<file path="config.mk">
export PLATFORM = sky130hd
export DESIGN_NAME = rd_latency0_to_n
export DESIGN_NICKNAME = d
export VERILOG_FILES = /design/src/rtl/rd_latency0_to_n.sv
export SDC_FILE = /design/constraint.sdc
export NUM_CORES = 1
export LEC_CHECK = 0
export ABC_AREA = 1
export CORE_MARGIN = 2
export CORE_UTILIZATION = 41
export CTS_CLUSTER_DIAMETER = 40
export DETAILED_ROUTE_END_ITERATION = 8
export HOLD_SLACK_MARGIN = 0.03
export PLACE_DENSITY = 0.92
export SYNTH_ARGS = -nofsm -noshare
export SYNTH_HDL_FRONTEND = slang
export SYNTH_SLANG_ARGS = --single-unit
</file>
<file path="constraint.sdc">
create_clock -name clk -period 5.85 [get_ports clk]
set_clock_uncertainty 0.15 [all_clocks]
set_input_delay 0.8775 -clock clk [delete_from_list [all_inputs] [get_ports clk]]
set_output_delay 0.8775 -clock clk [all_outputs]
set_load 0.02 [all_outputs]
</file>
<file path="src/rtl/rd_latency0_to_n.sv">
// rd_latency0_to_n: show-ahead buffer read port to fixed LATENCY read port; define RD_LAT_UNDERFLOW_CNT_EN to add underflow_cnt
module rd_latency0_to_n #(
  parameter int WIDTH = 32,
  parameter int LATENCY = 1
) (
  input  logic             clk,
  input  logic             rst,
  output logic             in_rd_en,
  input  logic             in_empty,
  input  logic [WIDTH-1:0] in_rd_data,
  input  logic             out_rd_en,
  output logic             out_rd_valid,
  output logic [WIDTH-1:0] out_rd_data,
  input  logic             flush,
  output logic             out_underflow,
  output logic             underflow_sticky,
  input  logic             clear_stat
`ifdef RD_LAT_UNDERFLOW_CNT_EN
  , output logic [15:0]    underflow_cnt
`endif
);
  if (LATENCY < 1 || LATENCY > 4) begin : g_bad_latency
    $error("rd_latency0_to_n: LATENCY must be in 1..4");
  end
  logic [LATENCY-1:0] v, vin;
  logic [WIDTH-1:0] d [LATENCY];
  logic [WIDTH-1:0] din [LATENCY];
  logic uf;
  assign in_rd_en = out_rd_en & ~in_empty & ~flush & ~rst;
  assign uf = out_rd_en & in_empty & ~flush & ~rst;
  assign out_rd_valid = v[LATENCY-1];
  assign out_rd_data = d[LATENCY-1];
  always_comb begin
    vin[0] = in_rd_en;
    din[0] = in_rd_data;
    for (int i = 1; i < LATENCY; i++) begin
      vin[i] = v[i-1];
      din[i] = d[i-1];
    end
  end
  // data registers move only with a live word, so flushed or bubble slots keep their old contents
  always_ff @(posedge clk) begin
    if (rst) begin
      v <= '0;
      for (int i = 0; i < LATENCY; i++) d[i] <= '0;
      out_underflow <= 1'b0;
      underflow_sticky <= 1'b0;
    end else begin
      v <= flush ? '0 : vin;
      for (int i = 0; i < LATENCY; i++) if (vin[i] && !flush) d[i] <= din[i];
      out_underflow <= uf;
      underflow_sticky <= uf | (underflow_sticky & ~clear_stat);
    end
  end
`ifdef RD_LAT_UNDERFLOW_CNT_EN
  always_ff @(posedge clk) begin
    if (rst || clear_stat) underflow_cnt <= '0;
    else if (uf && underflow_cnt != 16'hFFFF) underflow_cnt <= underflow_cnt + 16'd1;
  end
`endif
endmodule

</file>
# Yosys cells after proc, flatten, opt, wreduce, memory -nomap -nowiden
# Memory sizes are Yosys's and may differ from the RTL's.
# Index checks and enable logic that the tools add are counted.
[word_totals] regBits=3 mem_bits_rw=32 out_inout_bits=36 mem_count=1
[classes] mux=7 n_bitwise=12 reduce_logical=4
[mem_list] memory="d" depth=1 width=32 rd=1 rd_clocked_by_memory_dff=0 write_ports=1 line_no="26" rtl="logic [WIDTH-1:0] d [LATENCY];"
[ops] op="2-to-1 mux 32 bit" n=1
[ops] op="OR reduction 32 bit" n=1
[ops] op="AND 1 bit" n=7
[ops] op="2-to-1 mux 1 bit" n=6
[ops] op="NOT 1 bit" n=4
[ops] op="OR reduction 2 bit" n=1
[ops] op="logical AND 1 bit" n=1
[ops] op="zero test 1 bit" n=1
[ops] op="bitwise OR 1 bit" n=1

# Depth between registers and ports, before layout
[depth] ltp_word=10 depth_mapped=4

# Worst setup path before layout
# No wires, ideal clock.
[synth_path] path_type="input to register" startpoint="input port rst" endpoint="memory d[0][0] (enable)" setup_time_ns=0.389 arrival_ns=2.006 t_required_ns=5.311 slack_ns=3.305 path_stages=4 n_path_buf=1 cell_sequence="nor2_2 nand3_4 buf_6 nand2_1"
[synth_via] elab_chain_len=8 elab_cells_between_ends=10 classes_between="6 x mux; 2 x bitwise; 2 x reduce/logical"
[synth_lines] element="from (decl)" line_no="7" rtl="input logic rst,"
[synth_lines] element="NOT 1 bit" line_no="29" rtl="assign in_rd_en = out_rd_en & ~in_empty & ~flush & ~rst;"
[synth_lines] element="AND 1 bit" line_no="29"
[synth_lines] element="logical AND 1 bit" line_no="50" rtl="for (int i = 0; i < LATENCY; i++) if (vin[i] && !flush) d[i] <= din[i];"
[synth_lines] element="2-to-1 mux 1 bit" line_no="50"
[synth_lines] element="2-to-1 mux 1 bit" line_no="43" rtl="if (rst) begin"
[synth_lines] element="2-to-1 mux 1 bit (implied by the code)" line_no="50"
[synth_lines] element="OR reduction 32 bit (no line)"
[synth_lines] element="2-to-1 mux 1 bit (no line) (*)"
[synth_lines] element="to (decl)" line_no="26"
# Mark *: on every way between the ends. The rest lies on a longest branch, timed or not.

# Worst setup path in the final report
[layout_path] startpoint="input port rst" endpoint="output port in_rd_en"
[layout_via] elab_chain_len=2
[layout_lines] element="NOT 1 bit" line_no="29"
[layout_lines] element="AND 1 bit" line_no="29"
[layout_lines] element="to (decl)" line_no="8" rtl="output logic in_rd_en,"
# No other way between the ends.

==> flow_metrics.py <==
metrics = {
    "power_and_ir_drop": {
        "power_switching_mw": 0.116,
        "power_switching_share": 0.230,
        "post-layout-total-power_mw": 0.504,
        "cell_internal_pwr_mw": 0.388,
        "power.ir.vdd_worst_mv": 0.116,
        "combPwrFrac": 0.189,
        "power-per-cell-area_nw_per_um2": 229,
        "power.static_leakage_nw": 0.947,
        "sequentialPowerShare": 0.582,
        "power_frac_clock": 0.229,
    },
    "placed_design": {
        "placed_cells_incl_taps": 230,
        "port-buffer-count": 73,
        "dpl-instance-area_um2": 2150,
        "finalWeightedCongestion": 0.678,
        "place_ws_ns": 2.20,
        "detailedPlacementHpwl_um": 1860,
    },
    "logic_synthesis": {
        "synth_top_area_share": 0.693,
        "synth_sequential_area_ratio": 0.736,
        "yosysWarningCount": 0,
        "synth_edf_count": 32,
        "synth_area_per_cell_um2": 12.3,
        "synthCells": 113,
        "postSynthNetCount": 151,
        "post_syn_area_um2": 1390,
        "synth_ff_type": "edfxtp_1",
        "synth.distinct_cells": 11,
        "yosys_register_bits": 35,
        "cell_taking_the_most_area_after_synthesis": "edfxtp_1",
        "synth.most_common_cell": "inv_1",
        "synthArstFlopShare": 0,
        "synth_commonest_cells": "inv_1, edfxtp_1, nor2_1, nor2_2",
        "netlist_top_cells_area": "edfxtp_1, inv_1, nor2_1, nor2_2, dfxtp_1",
    },
    "worst_setup_path": {
        "cp-start-kind": "input port",
        "worstPathRequired_ns": 4.82,
        "worstSetupEndpointType": "output pin",
        "timing_worst_setup_path_type": "in2out",
        "critical_path_arrival_ns": 2.61,
        "crit_buf_inv": 3,
        "worst_path_most_repeated_cell": "clkdlybuf4s50_1",
        "critPathSlowestCell": "clkdlybuf4s50_1",
        "max_stage_delay_ns": 0.61,
        "worstPathCellList": "clkdlybuf4s50_1, nor2_2, nand3_4, inv_1, clkdlybuf4s50_1",
        "timing.critical_path.max_delay_family": "buffers and inverters",
        "worst_path_max_fanout": 35,
    },
    "route": {
        "drt_drc_violations_left": 0,
        "routed_wire_length_per_instance_um": 10.3,
        "drt-initial-drc-count": 34,
        "routed-via-count": 967,
        "post_drt_via_cell_ratio": 4.06,
        "wirelength_um": 2460,
        "postRouteAntennaNets": 0,
        "drtPass1Iterations": 4,
    },
    "cts": {
        "clk_path_buf_depth": 2,
        "ctsHoldBuffers": 0,
        "cts_inserted_buffers": 5,
        "cts_post_setup_buffers_inserted": 0,
        "clock-sinks": 35,
        "cts_tree": "yes",
        "htree_num_levels": 2,
        "clkLatencyLatePin_ns": 0.31,
        "ctsRootBufferMaster": "clkbuf_4",
        "worst_path_clk_slew_ns": 0.08,
        "postCtsResizedCells": 0,
    },
    "cells_and_area": {
        "filler_cell_count": 238,
        "areaGrowthSynthToFinish_pct": 58.5,
        "diodes": 0,
        "post_route_cells_drive_above_1_share": 0.0990,
        "finish.net_count": 229,
        "final_core_density": 0.670,
        "post-route-cell-area_um2": 2200,
        "stdcell_count": 238,
    },
    "sta": {
        "finalHoldViolCount": 0,
        "worst_slack_ns": 2.22,
        "fmaxAchievable_mhz": 275,
        "finalCritPeriodShare": 0.621,
        "timing.final.crit_period_ns": 3.63,
        "setup-tns-final_ns": 0,
        "timing_worst_slew_pin_value_ns": 0.452,
        "timing.final.setup_violations": 0,
        "drv_slew": 0,
        "hold_slack_ns": 0.339,
        "worst_slew_margin_rel": 0.699,
        "grt_setup_unrepaired": "false",
    },
    "floorplanning": {
        "io_pins": 74,
        "placement_rows": 21,
        "fp.dieArea_um2": 3870,
        "die-height_um": 62.2,
        "initial_core_util": 0.422,
        "fp.dieW_um": 62.2,
        "core_um2": 3280,
    },
    "grt": {
        "first_global_vias": 893,
        "largest_net_degree_at_the_start_of_global_routing": 36,
        "antenna_found_initial": 0,
        "track_usage": 0.143,
        "grt_overflow_total": 0,
        "grt_pass1_wl_um": 4140,
    },
    "worst_hold_path": {
        "min_path_type": "reg2reg",
    },
    "run": {
        "max_cap_violations": 0,
    },
    "outcome": {
        "status": "finished, final reports clean",
    },
}
[power by group through the flow]
| stage | Combinational [mW] | Clock, mW | Sequential, mW |
|---|---|---|---|
| 3_3_place_gp | 0.0948 | 0 | 0.299 |
| 5_1_grt | 0.101 | 0.132 | 0.295 |
| 2_1_floorplan | 0.0146 | 0 | 0.322 |
| 4_1_cts | 0.0963 | 0.120 | 0.293 |
| 3_5_place_dp | 0.0961 | 0 | 0.299 |
| 6_report | 0.0953 | 0.116 | 0.293 |
[layout make-up]
class                           instances  area (um2)  share of cell area
Sequential cell                        35        1020               0.464
Timing Repair Buffer                   74         738               0.336
Multi-Input combinational cell         38         194              0.0882
Inverter                               37         139              0.0631
Tap cell                               46        57.6              0.0262
Clock buffer                            7        45.0              0.0205
Clock inverter                          1        5.00             0.00228
[logic make-up after synthesis]
group | after synthesis | share of synthesized area
flip-flops | 35 | 0.736
buffers and inverters | 40 | 0.124
AND/OR/NAND/NOR | 38 | 0.140
[worst min-delay path: cells and delay by family (launching register included)]
kind | cells | cell delay [ns]
DFF | 1 | 0.32
and+or+nand+nor | 2 | 0.13
[metal layers]
layer | vias up | part of all wire | GRT usage
li1 | 492 | - | -
met1 | 417 | 0.44 | 0.167
met2 | 53 | 0.44 | 0.220
met3 | 5 | 0.098 | 0.0562
met4 | 0 | 0.022 | 0.0917
met5 | - | 0 | 0
[flip-flops by register name, indices dropped and copies added (netlist names)]
name	count
d	32
out_rd_valid	1
out_underflow	1
underflow_sticky	1
[final timing paths]
kind / startpoint / endpoint / slack, ns / depth (start not counted)
worst min-delay path: underflow_sticky$_SDFF_PP0_ / underflow_sticky$_SDFF_PP0_ / 0.34 / 2
worst max register to register: underflow_sticky$_SDFF_PP0_ / underflow_sticky$_SDFF_PP0_ / 5.15 / 2
worst min register to register: underflow_sticky$_SDFF_PP0_ / underflow_sticky$_SDFF_PP0_ / 0.34 / 2
worst max-delay path: rst / in_rd_en / 2.22 / 5
[cells in the final DEF (no fill, tap or decap)]
| cell type | n |
|---|---|
| clkinv_2 | 1 |
| nor2_1 | 22 |
| nand3b_1 | 1 |
| nand3_4 | 1 |
| edfxtp_1 | 32 |
| nor2_2 | 10 |
| nand3_1 | 1 |
| clkdlybuf4s50_1 | 73 |
| buf_4 | 1 |
| nand2_1 | 2 |
| clkbuf_1 | 2 |
| inv_1 | 37 |
| clkbuf_4 | 5 |
| nor2_4 | 1 |
| dfxtp_1 | 3 |
(Power assumes the default switching activity.)
